`config.mk`:
```
export PLATFORM = sky130hd
export DESIGN_NAME = midi_msg_parser
export DESIGN_NICKNAME = d
export VERILOG_FILES = /design/src/rtl/midi_msg_parser.sv
export SDC_FILE = /design/constraint.sdc
export NUM_CORES = 1
export LEC_CHECK = 0
export CAP_MARGIN = 0
export CORE_MARGIN = 4
export CORE_UTILIZATION = 54
export DETAILED_ROUTE_END_ITERATION = 8
export GPL_TIMING_DRIVEN = 0
export HOLD_SLACK_MARGIN = 0.06
export PLACE_DENSITY = 0.83
export REMOVE_ABC_BUFFERS = 1
export SKIP_LAST_GASP = 1
export SYNTH_ARGS = -nofsm -noshare
export SYNTH_HDL_FRONTEND = slang
export SYNTH_SLANG_ARGS = --single-unit
```
`constraint.sdc`:
```
create_clock -name clk_50m -period 2.7 [get_ports clk_50m]
set_input_delay 0.54 -clock clk_50m [delete_from_list [all_inputs] [get_ports clk_50m]]
set_output_delay 0.54 -clock clk_50m [all_outputs]
set_load 0.02 [all_outputs]
```
`src/rtl/midi_msg_parser.sv`:
```
// MIDI channel-voice message parser with running status; emits one registered event per message.
// Optional channel filter enabled by defining MIDI_CHAN_FILTER_EN (events only on CHANNEL).
module midi_msg_parser #(
    parameter int unsigned CHANNEL = 0
) (
    input  logic       clk_50m,
    input  logic       rst_n,
    input  logic [7:0] rx_data,
    input  logic       rx_valid,
    output logic       ev_valid,
    output logic [2:0] ev_type,
    output logic [3:0] ev_chan,
    output logic [6:0] ev_d1,
    output logic [6:0] ev_d2
);

    typedef enum logic [1:0] {StIdle, StD1, StD2, StSysex} state_e;

`ifdef MIDI_CHAN_FILTER_EN
    localparam bit FilterEn = 1'b1;
`else
    localparam bit FilterEn = 1'b0;
`endif
    localparam logic [3:0] FilterChan = 4'(CHANNEL);

    state_e     state_q, state_d;
    logic       rs_ok_q, rs_ok_d;
    logic [2:0] type_q, type_d;
    logic [3:0] chan_q, chan_d;
    logic [6:0] d1_q, d1_d;

    logic       ev_valid_q, ev_valid_d;
    logic [2:0] ev_type_q, ev_type_d;
    logic [3:0] ev_chan_q, ev_chan_d;
    logic [6:0] ev_d1_q, ev_d1_d;
    logic [6:0] ev_d2_q, ev_d2_d;

    logic       emit;
    logic [6:0] emit_d1;
    logic [6:0] emit_d2;
    logic       one_byte;
    logic       chan_ok;

    // Program change (C0) and channel aftertouch (D0) carry a single data byte.
    assign one_byte = (type_q == 3'd4) || (type_q == 3'd5);
    assign chan_ok  = !FilterEn || (chan_q == FilterChan);

    always_comb begin
        state_d    = state_q;
        rs_ok_d    = rs_ok_q;
        type_d     = type_q;
        chan_d     = chan_q;
        d1_d       = d1_q;
        ev_valid_d = 1'b0;
        ev_type_d  = ev_type_q;
        ev_chan_d  = ev_chan_q;
        ev_d1_d    = ev_d1_q;
        ev_d2_d    = ev_d2_q;
        emit       = 1'b0;
        emit_d1    = d1_q;
        emit_d2    = 7'd0;

        if (rx_valid && (rx_data < 8'hF8)) begin
            if (rx_data[7]) begin
                if (rx_data < 8'hF0) begin
                    type_d  = rx_data[6:4];
                    chan_d  = rx_data[3:0];
                    rs_ok_d = 1'b1;
                    state_d = StD1;
                end else if (rx_data == 8'hF0) begin
                    rs_ok_d = 1'b0;
                    state_d = StSysex;
                end else begin
                    rs_ok_d = 1'b0;
                    state_d = StIdle;
                end
            end else begin
                unique case (state_q)
                    StIdle, StD1: begin
                        if ((state_q == StD1) || rs_ok_q) begin
                            d1_d = rx_data[6:0];
                            if (one_byte) begin
                                emit    = 1'b1;
                                emit_d1 = rx_data[6:0];
                                state_d = StIdle;
                            end else begin
                                state_d = StD2;
                            end
                        end
                    end
                    StD2: begin
                        emit    = 1'b1;
                        emit_d2 = rx_data[6:0];
                        state_d = StIdle;
                    end
                    StSysex: ;
                    default: state_d = StIdle;
                endcase
            end
        end

        if (emit && chan_ok) begin
            ev_valid_d = 1'b1;
            // Note-on with zero velocity is reported as note-off.
            ev_type_d  = ((type_q == 3'd1) && (emit_d2 == 7'd0)) ? 3'd0 : type_q;
            ev_chan_d  = chan_q;
            ev_d1_d    = emit_d1;
            ev_d2_d    = emit_d2;
        end
    end

    always_ff @(posedge clk_50m or negedge rst_n) begin
        if (!rst_n) begin
            state_q    <= StIdle;
            rs_ok_q    <= 1'b0;
            type_q     <= 3'd0;
            chan_q     <= 4'd0;
            d1_q       <= 7'd0;
            ev_valid_q <= 1'b0;
            ev_type_q  <= 3'd0;
            ev_chan_q  <= 4'd0;
            ev_d1_q    <= 7'd0;
            ev_d2_q    <= 7'd0;
        end else begin
            state_q    <= state_d;
            rs_ok_q    <= rs_ok_d;
            type_q     <= type_d;
            chan_q     <= chan_d;
            d1_q       <= d1_d;
            ev_valid_q <= ev_valid_d;
            ev_type_q  <= ev_type_d;
            ev_chan_q  <= ev_chan_d;
            ev_d1_q    <= ev_d1_d;
            ev_d2_q    <= ev_d2_d;
        end
    end

    assign ev_valid = ev_valid_q;
    assign ev_type  = ev_type_q;
    assign ev_chan  = ev_chan_q;
    assign ev_d1    = ev_d1_q;
    assign ev_d2    = ev_d2_q;

endmodule

```
==> impl_metrics.ini, run 1 <==
[global_route]
globalRoute.busiestLayer = met2
grtUsageMet3 = 0.0515
grt.met1_usage = 0.225
grt_use_total = 0.191
first_global_vias = 1244
wire_length_of_the_first_global_routing_pass_mm = 5.89
grt_start_max_net_pins = 40
grt_antenna_before_repair = 0
grt.met2_usage = 0.326
globalRouteOverflowTotal = 0

[synthesis]
synth_top_area_cell = sky130_fd_sc_hd__dfrtp_1
postSynthCellCount = 121
synth.most_common_cell = sky130_fd_sc_hd__dfrtp_1
ys_types = 33
count_of_flip_flops_with_a_built_in_enable_after_synthesis = 0
top_ff_cell_synth = sky130_fd_sc_hd__dfrtp_1
synth_area_leaders = sky130_fd_sc_hd__dfrtp_1, sky130_fd_sc_hd__mux2_2, sky130_fd_sc_hd__mux2i_1
main_combinational_cell_family_by_area_after_synthesis = multiplexers
post_synth_xor_area_fraction = 0
area_share_of_the_largest_cell_type_after_synthesis = 0.589
async_reset_ff_frac = 1.00
synth_sequential_area_ratio = 0.589
post_synth.cell_area_avg_um2 = 13.7
synth-warning-count = 0
synth_fa_ha_area_frac = 0
yosys_register_bits = 39
synth_compound_gate_area_share = 0.125
synth_mux_area_frac = 0.174
post_synth_and_or_nand_nor_area_fraction = 0.0875
synth.cells.most_frequent = sky130_fd_sc_hd__dfrtp_1, sky130_fd_sc_hd__mux2_2, sky130_fd_sc_hd__a21oi_1
mappedNetlistArea_um2 = 1660

[final_layout]
num_antenna_cells = 0
drive_above_1_share = 0.187
final_net_count = 167
post_layout_nonfiller_instances = 186
syn_to_final_growth_pct = 21.8

[status]
run_status = finished, final reports clean

[power]
internal_power_mw = 1.36
comb_power_share = 0.412
clock_power_share = 0.131
powerDensity_nw_per_um2 = 1010
vdd_drop_max_mv = 0.574
p_sw_mw = 0.687
net_sw_frac = 0.336
share_seq_of_total_power = 0.457
total_leakage_power_nw = 0.864

[floorplan]
dieArea_um2 = 4020
num_io_pins = 33
coreArea_um2 = 2850
start_util = 0.581
die_height_um = 63.4
floorplan.rows = 19
fp.dieW_um = 63.4

[route]
drt-total-wl_mm = 3.40
firstDrtPassIters = 4
vias_per_cell = 6.09
antenna_left = 0
route.detailed.wl_per_inst_um = 18.3
first_iter_violations = 60
remaining_drc_errors = 0
dr_total_vias = 1132

[clock_tree]
cts.root.buffer_cell = sky130_fd_sc_hd__clkbuf_4
clk_path_buf_depth = 2
clock_sink_count = 39
cts_resized = 0
clk_latency_ns = 0.34
clock_tree.htree_level_count = 2
cts_buffers = 5
cts.repair_timing.setup_buffer_count = 0
cts.hold.buffers_added = 0
cts_tree = yes
cts.clk_slew.worst_paths_ns = 0.11

[place]
port_buffers = 32
post-dp-hpwl_mm = 2.38
globalplace.congestion = 0.800
place_inst = 180

[job]
cap_violations = 0

[timing]
grt_setup_unrepaired = no
setup_tns_ns = 0
final-hold-violation-count = 0
timing.clock.skew_ns = 0.0115
finalWorstPathRequiredPeriod_ns = 2.17
final_setup_violating_endpoints = 0
final-max-slew-violation-count = 0
min_period_over_period = 0.804
slew_headroom = 0.426
worstMarginPinSlew_ns = 0.861
fmax_mhz = 461

[worst_setup_path]
setup.worst_path.end_class = flip-flop
cp.required_ns = 2.92
worst-endpoint-arrival_ns = 2.39
start_kind = input pin
worstPathMaxFanout = 8
crit_type = input pin to flip-flop

[hold_path]
worstHoldPathType = input pin to async pin
-- layout by cell type (no fill, tap or decap), drive strengths merged, types with 2 or more instances in the layout --
cell           Yosys  final
mux2              18     18
a21o               2      2
a22o               7      7
o21ai              2      2
o22a               4      4
nand3              2      2
a21oi              9      9
clkbuf             1      6
inv                2      2
nor2               8      8
mux2i              7      7
dfrtp             39     39
clkdlybuf4s50      0     31
-- final cells by class --
type / instances / area (um^2)
timing repair buffer: 32 / 315
inverter: 2 / 7.51
sequential: 39 / 976
fill: 209 / 833
tap: 31 / 38.8
multi-input combinational: 76 / 641
clock buffer: 6 / 41.3
-- logic make-up after synthesis --
logic type | Yosys count
AND/OR/NAND/NOR | 22
buffers and inverters | 6
AO/OA/AOI/OAI | 29
multiplexers | 25
flip-flops | 39
-- routing by layer --
metal | vias up | wire, um
met3 | 8 | 174
met1 | 573 | 1450
met4 | 0 | 55
met2 | 37 | 1720
met5 | - | 0
li1 | 514 | -
-- worst max-delay path: stages --
cell,delay (ns)
sky130_fd_sc_hd__clkdlybuf4s50_1,0.60
sky130_fd_sc_hd__nand4_1,0.20
sky130_fd_sc_hd__nand3_1,0.24
sky130_fd_sc_hd__nor2_2,0.42
sky130_fd_sc_hd__mux2_2,0.39
-- power groups by stage --
stage          clock [mW]  combinational, mW  sequential [mW]
2_1_floorplan           0              0.281             1.11
3_3_place_gp            0              0.832            0.930
3_5_place_dp            0              0.854            0.947
4_1_cts             0.270              0.856            0.938
5_1_grt             0.300              0.899            0.967
6_report            0.268              0.843            0.934
-- through the flow --
stage / setup slack, ns / power (mW) / area, um^2 / hold slack, ns / util
3_3_place_gp: 0.259 / 1.76 / 1980 / 0.467 / 0.695
4_1_cts: 0.569 / 2.06 / 2020 / 0.330 / 0.708
3_5_place_dp: 0.223 / 1.80 / 1980 / 0.491 / 0.693
5_1_grt: 0.445 / 2.17 / 2020 / 0.370 / 0.708
2_1_floorplan: 1.00 / 1.39 / 1620 / 0.244 / -
6_report: 0.529 / 2.05 / 2020 / 0.301 / 0.708
-- path summary, 6_finish.rpt --
check / slack [ns] / to / depth (start not counted) / startpoint
max reg2reg: 0.87 / ev_type[0] / 4 / state_q[0]
min reg2reg: 0.52 / ev_d2[4] / 1 / ev_d2[4]
min: 0.30 / ev_d2[5] / 1 / rst_n
max in group asynchronous: 1.85 / ev_d2[0] / 1 / rst_n
min in group clk_50m: 0.52 / ev_d2[4] / 1 / ev_d2[4]
max: 0.53 / chan_q[0] / 5 / rx_data[3]
-- registers in the layout, indices dropped and copies added (netlist names) --
| name | count |
|---|---|
| d1_q | 7 |
| type_q | 3 |
| ev_d1 | 7 |
| state_q | 2 |
| rs_ok_q | 1 |
| ev_type | 3 |
| ev_d2 | 7 |
| ev_valid | 1 |
| ev_chan | 4 |
| chan_q | 4 |
Note: power is estimated with default switching activity, not from simulation.
==> run 2: changes to the inputs <==
- CORE_UTILIZATION: 54 -> 50
- PLACE_DENSITY: 0.83 -> 0.78
- clock period: 2.7 -> 2 ns (I/O delays scaled with it)
==> run 2 against run 1 <==
  * Highest routed layer unchanged
  * Hold slack got worse by 0.15 ns
  * Non-clock buffer count did not move
  * Combinational power grew 35%
  * Die area up 7.0%
  * Global-route usage is 0.87 points lower
  * Sequential power up 35%
  * Via count decreased by 0.80%
  * Critical path type unchanged
  * Design area increased by 1.8%
  * Clock power is 51% higher
  * Routed wire length fell by 3.1%
  * Sequential share of layout area shrank 0.85 points
==> impl_metrics.ini, run 2 (same netlist as run 1, synthesis figures left out) <==
[power]
clock_power_share = 0.145
vdd_drop_max_mv = 0.767
total_leakage_power_nw = 0.872
net_sw_frac = 0.330
share_seq_of_total_power = 0.449
powerDensity_nw_per_um2 = 1360
comb_power_share = 0.406
p_sw_mw = 0.923
internal_power_mw = 1.87

[floorplan]
dieArea_um2 = 4300
floorplan.rows = 20
fp.dieW_um = 65.6
die_height_um = 65.6
num_io_pins = 33
coreArea_um2 = 3100
start_util = 0.534

[place]
port_buffers = 32
post-dp-hpwl_mm = 2.26
place_worst_setup_slack_ns = -0.341
globalplace.congestion = 0.810

[final_layout]
fill_cells = 267
mostFrequentLayoutCells = sky130_fd_sc_hd__dfrtp_1, sky130_fd_sc_hd__clkdlybuf4s50_1, sky130_fd_sc_hd__mux2_2, sky130_fd_sc_hd__a21oi_1
syn_to_final_growth_pct = 24.0
layout_commonest_cell = sky130_fd_sc_hd__dfrtp_1
drive_above_1_share = 0.205
final_core_density = 0.663
num_antenna_cells = 0
final_net_count = 167

[worst_setup_path]
worstReg2RegEnd = ev_type[0]
setup.worst_path.end_class = flip-flop
regToRegStartpoint = state_q[0]
timing.reg2reg.worst_path_depth = 5
ff2ff_setup_slack_ns = 0.24
worstPathMaxFanout = 8
cp.required_ns = 2.24
start_kind = input pin
worst-endpoint-arrival_ns = 2.15
crit_path_end = chan_q[0]
crit_type = input pin to flip-flop
critPathLaunch = rx_data[3]

[clock_tree]
cts.clk_slew.worst_paths_ns = 0.11
clk_latency_ns = 0.34
clock_sink_count = 39
cts_buffers = 5
cts_tree = yes
clk_path_buf_depth = 2
clock_tree.htree_level_count = 2
cts.root.buffer_cell = sky130_fd_sc_hd__clkbuf_4

[route]
first_iter_violations = 70
firstDrtPassIters = 4
drt-total-wl_mm = 3.29
wl_met1_mm = 1.43
remaining_drc_errors = 0
top_layer = met4
antenna_left = 0
routed-wl-met2_mm = 1.59
dr_total_vias = 1123
route.detailed.wl_per_inst_um = 16.5
vias_per_cell = 5.62
total_length_of_routed_met3_wires_um = 229

[global_route]
grt_start_max_net_pins = 40
grt_antenna_before_repair = 0
grt_use_total = 0.183
wire_length_of_the_first_global_routing_pass_mm = 5.91
globalRouteOverflowTotal = 0
first_global_vias = 1207

[timing]
fmax_mhz = 524
hold_slack_ns = 0.148
timing.final.ws_setup_ns = 0.0905
min_period_over_period = 0.955
grt_setup_unrepaired = no
worstMarginPinSlew_ns = 0.840
final-max-slew-violation-count = 0
finalWorstPathRequiredPeriod_ns = 1.91
slew_headroom = 0.440
final_setup_violating_endpoints = 0
timing.clock.skew_ns = 0.00471
final-hold-violation-count = 0

[hold_path]
worstHoldPathType = input pin to async pin

[job]
cap_violations = 0

[status]
run_status = finished, final reports clean
[run 2: power by group through the flow]
stage	clock network [mW]	logic, mW	registers [mW]
3_5_place_dp	0	1.15	1.27
6_report	0.405	1.14	1.26
3_3_place_gp	0	1.12	1.26
4_1_cts	0.415	1.15	1.26
2_1_floorplan	0	0.379	1.49
5_1_grt	0.448	1.22	1.31
[run 2: metrics by stage]
| step | total power, mW | std cells | instance area, um^2 | TNS, ns |
|---|---|---|---|---|
| after floorplan | 1.87 | 117 | 1620 | 0 |
| after global placement | 2.38 | 193 | 2000 | -14.74 |
| after detailed placement | 2.42 | 193 | 1990 | -3.34 |
| after CTS | 2.82 | 200 | 2050 | 0 |
| after global routing | 2.97 | 200 | 2060 | 0 |
| final | 2.80 | 200 | 2060 | 0 |
[run 2: what timing repair did]
action | 4_1_cts | 5_1_grt
hold buffers | 0 | 0
setup buffers | 0 | 0
setup endpoints to repair | 0 | 5
gates resized for setup | 0 | 2
endpoints found under the hold margin | 0 | 0
[run 2: worst min path at each step]
stage          cells after the start  slack (ns)   endpoint
2_1_floorplan                      0        0.10  chan_q[0]
3_3_place_gp                       1        0.47    rs_ok_q
3_5_place_dp                       1        0.49  type_q[0]
4_1_cts                            1        0.18  type_q[0]
5_1_grt                            1        0.21   ev_d2[3]
6_report                           1        0.15   ev_d2[5]
[run 2: layout make-up]
| cell class | instances | area, um^2 | area share |
|---|---|---|---|
| tap | 44 | 55.1 | 0.0268 |
| multi-input combinational | 76 | 646 | 0.314 |
| sequential | 39 | 976 | 0.475 |
| clock inverter | 1 | 5.00 | 0.00243 |
| clock buffer | 6 | 51.3 | 0.0250 |
| timing repair buffer | 32 | 315 | 0.153 |
| inverter | 2 | 7.51 | 0.00365 |
[run 2: critical path: stages]
cell	delay (ns)
sky130_fd_sc_hd__clkdlybuf4s50_1	0.61
sky130_fd_sc_hd__nand4_1	0.20
sky130_fd_sc_hd__nand3_1	0.26
sky130_fd_sc_hd__nor2_4	0.30
sky130_fd_sc_hd__mux2_2	0.37
[run 2: layer usage]
layer,vias up,GRT usage
met5,-,0
met4,0,0.0648
met3,6,0.0632
met2,39,0.279
met1,561,0.240
li1,517,-
==> run 3: changes to the inputs <==
- CORE_UTILIZATION: 50 -> 45
- CTS_CLUSTER_SIZE: unset -> 16
- PLACE_DENSITY: 0.78 -> 0.74
- clock period: 2 -> 1.55 ns (I/O delays scaled with it)
==> run 3 against run 2 <==
  * The run now ends with setup timing left
  * Sequential share of layout area down 3.8 points
  * Sequential power up 29%
  * Via count up 7.0%
  * Clock skew about the same
  * Register-to-register slack worse by 0.25 ns
  * Power up 34%
  * Global-route usage down 0.35 points
  * Clock power up 80%
  * Combinational power up 21%
  * Critical path type is now flip-flop to flip-flop
  * Critical endpoint is now ev_chan[1]
==> impl_metrics.ini, run 3 (same netlist as run 1, synthesis figures left out) <==
[timing]
grt_setup_unrepaired = yes
final-hold-violation-count = 0
min_period_over_period = 1.01
finalWorstPathRequiredPeriod_ns = 1.56
timing.clock.skew_ns = 0.00492
hold_slack_ns = 0.120
timing.final.ws_setup_ns = -0.0125
final-max-slew-violation-count = 0
fmax_mhz = 640
final_setup_violating_endpoints = 2
slew_headroom = 0.450
worstMarginPinSlew_ns = 0.825

[job]
cap_violations = 0

[hold_path]
worstHoldPathType = input pin to async pin

[power]
clock_power_share = 0.196
total_leakage_power_nw = 1.06
internal_power_mw = 2.49
p_sw_mw = 1.24
comb_power_share = 0.369
vdd_drop_max_mv = 1.13
share_seq_of_total_power = 0.435
net_sw_frac = 0.333
powerDensity_nw_per_um2 = 1670
total_power_mw = 3.73

[clock_tree]
clock_tree.htree_level_count = 2
cts_tree = yes
cts.root.buffer_cell = sky130_fd_sc_hd__clkbuf_8
clk_path_buf_depth = 2
clk_latency_ns = 0.28
clock_sink_count = 39
cts.hold.buffers_added = 0
cts.clk_slew.worst_paths_ns = 0.07
cts_buffers = 5

[route]
antenna_left = 0
route.detailed.wl_per_inst_um = 17.0
remaining_drc_errors = 0
firstDrtPassIters = 4
vias_per_cell = 5.51
dr_total_vias = 1202
first_iter_violations = 116
drt-total-wl_mm = 3.71

[final_layout]
layout_commonest_cell = sky130_fd_sc_hd__dfrtp_1
drive_above_1_share = 0.314
syn_to_final_growth_pct = 35.1
final_core_density = 0.651
final_net_count = 182
cell_area_after_layout_um2 = 2240
num_antenna_cells = 0
fill_cells = 286
post_layout_nonfiller_instances = 218
mostFrequentLayoutCells = sky130_fd_sc_hd__dfrtp_1, sky130_fd_sc_hd__dlygate4sd2_1, sky130_fd_sc_hd__mux2_2, sky130_fd_sc_hd__buf_4, sky130_fd_sc_hd__a21oi_1

[floorplan]
num_io_pins = 33
coreArea_um2 = 3440
dieArea_um2 = 4720
fp.dieW_um = 68.7
die_height_um = 68.7
floorplan.rows = 21
start_util = 0.482

[place]
post-dp-hpwl_mm = 2.27
place_inst = 195
port_buffers = 32
detailed_place.area_um2 = 2000
globalplace.congestion = 0.783

[global_route]
grt_antenna_before_repair = 0
globalRouteOverflowTotal = 0
first_global_vias = 1275
grt_use_total = 0.179
grt_start_max_net_pins = 40
wire_length_of_the_first_global_routing_pass_mm = 6.09

[worst_setup_path]
worstPathMaxFanout = 4
cp.required_ns = 1.72
crit_type = flip-flop to flip-flop
start_kind = flip-flop
setup.worst_path.end_class = flip-flop
worst-endpoint-arrival_ns = 1.73

[status]
violations = setup timing
run_status = finished with violations
[run 3: cell count changes in the layout (fill, tap and decap cells not counted), sizes merged]
| cell | change |
|---|---|
| buf | +15 |
| clkbuf | +2 |
| clkdlybuf4s50 | -31 |
| clkinv | -1 |
| dlygate4sd2 | +28 |
| dlymetal6s2s | +3 |
[run 3: critical path, stage by stage (launching register included)]
cell,delay [ns]
sky130_fd_sc_hd__dfrtp_1,0.39
sky130_fd_sc_hd__or2_4,0.28
sky130_fd_sc_hd__a21oi_2,0.16
sky130_fd_sc_hd__a211o_4,0.17
sky130_fd_sc_hd__buf_12,0.12
sky130_fd_sc_hd__mux2_2,0.32
[run 3: power groups by stage]
| stage | Clock [mW] | Sequential [mW] | Combinational, mW |
|---|---|---|---|
| floorplan | 0 | 1.93 | 0.489 |
| CTS | 0.750 | 1.62 | 1.37 |
| global route | 0.790 | 1.69 | 1.48 |
| global placement | 0 | 1.63 | 1.45 |
| finish | 0.731 | 1.62 | 1.38 |
| detailed placement | 0 | 1.64 | 1.48 |
[run 3: area by class of cell]
| type | instances | area [um^2] | share of cell area |
|---|---|---|---|
| Clock buffer | 8 | 100 | 0.0447 |
| Inverter | 2 | 10.0 | 0.00447 |
| Multi-Input combinational cell | 76 | 678 | 0.303 |
| Sequential cell | 39 | 977 | 0.436 |
| Tap cell | 46 | 57.6 | 0.0257 |
| Timing Repair Buffer | 47 | 417 | 0.186 |
[run 3: path summary, 6_finish.rpt]
| path | start | endpoint | slack, ns | cells past startpoint |
|---|---|---|---|---|
| worst max-delay path | state_q[0] | ev_chan[1] | -0.01 | 5 |
| worst min-delay path | rst_n | ev_d2[6] | 0.12 | 1 |
| worst max register to register | state_q[0] | ev_chan[1] | -0.01 | 5 |
| worst min register to register | ev_d2[4] | ev_d2[4] | 0.50 | 1 |
| max in group asynchronous | rst_n | state_q[1] | 0.86 | 1 |
| min in group clk_50m | rx_data[0] | ev_d1[0] | 0.43 | 3 |
[run 3: metrics by stage]
step,setup slack [ns],setup TNS [ns]
global route,-0.0540,-0.335
floorplan,-0.0576,-0.0959
finish,-0.0125,-0.0223
detailed placement,-0.678,-16.58
global placement,-0.651,-40.47
CTS,-0.0398,-0.0579
[run 3: timing repair]
action / 4_1_cts / 5_1_grt
setup buffers: 12 / 3
setup endpoints to repair: 58 / 27
gates resized for setup: 40 / 5
pin swaps: 4 / 3
[run 3: routing by layer]
layer / vias up / wire length (um) / GRT usage / part of all wire
li1: 547 / - / - / -
met1: 596 / 1580 / 0.229 / 0.43
met2: 53 / 1810 / 0.282 / 0.49
met3: 6 / 255 / 0.0567 / 0.069
met4: 0 / 61 / 0.0706 / 0.016
met5: - / 0 / 0 / 0
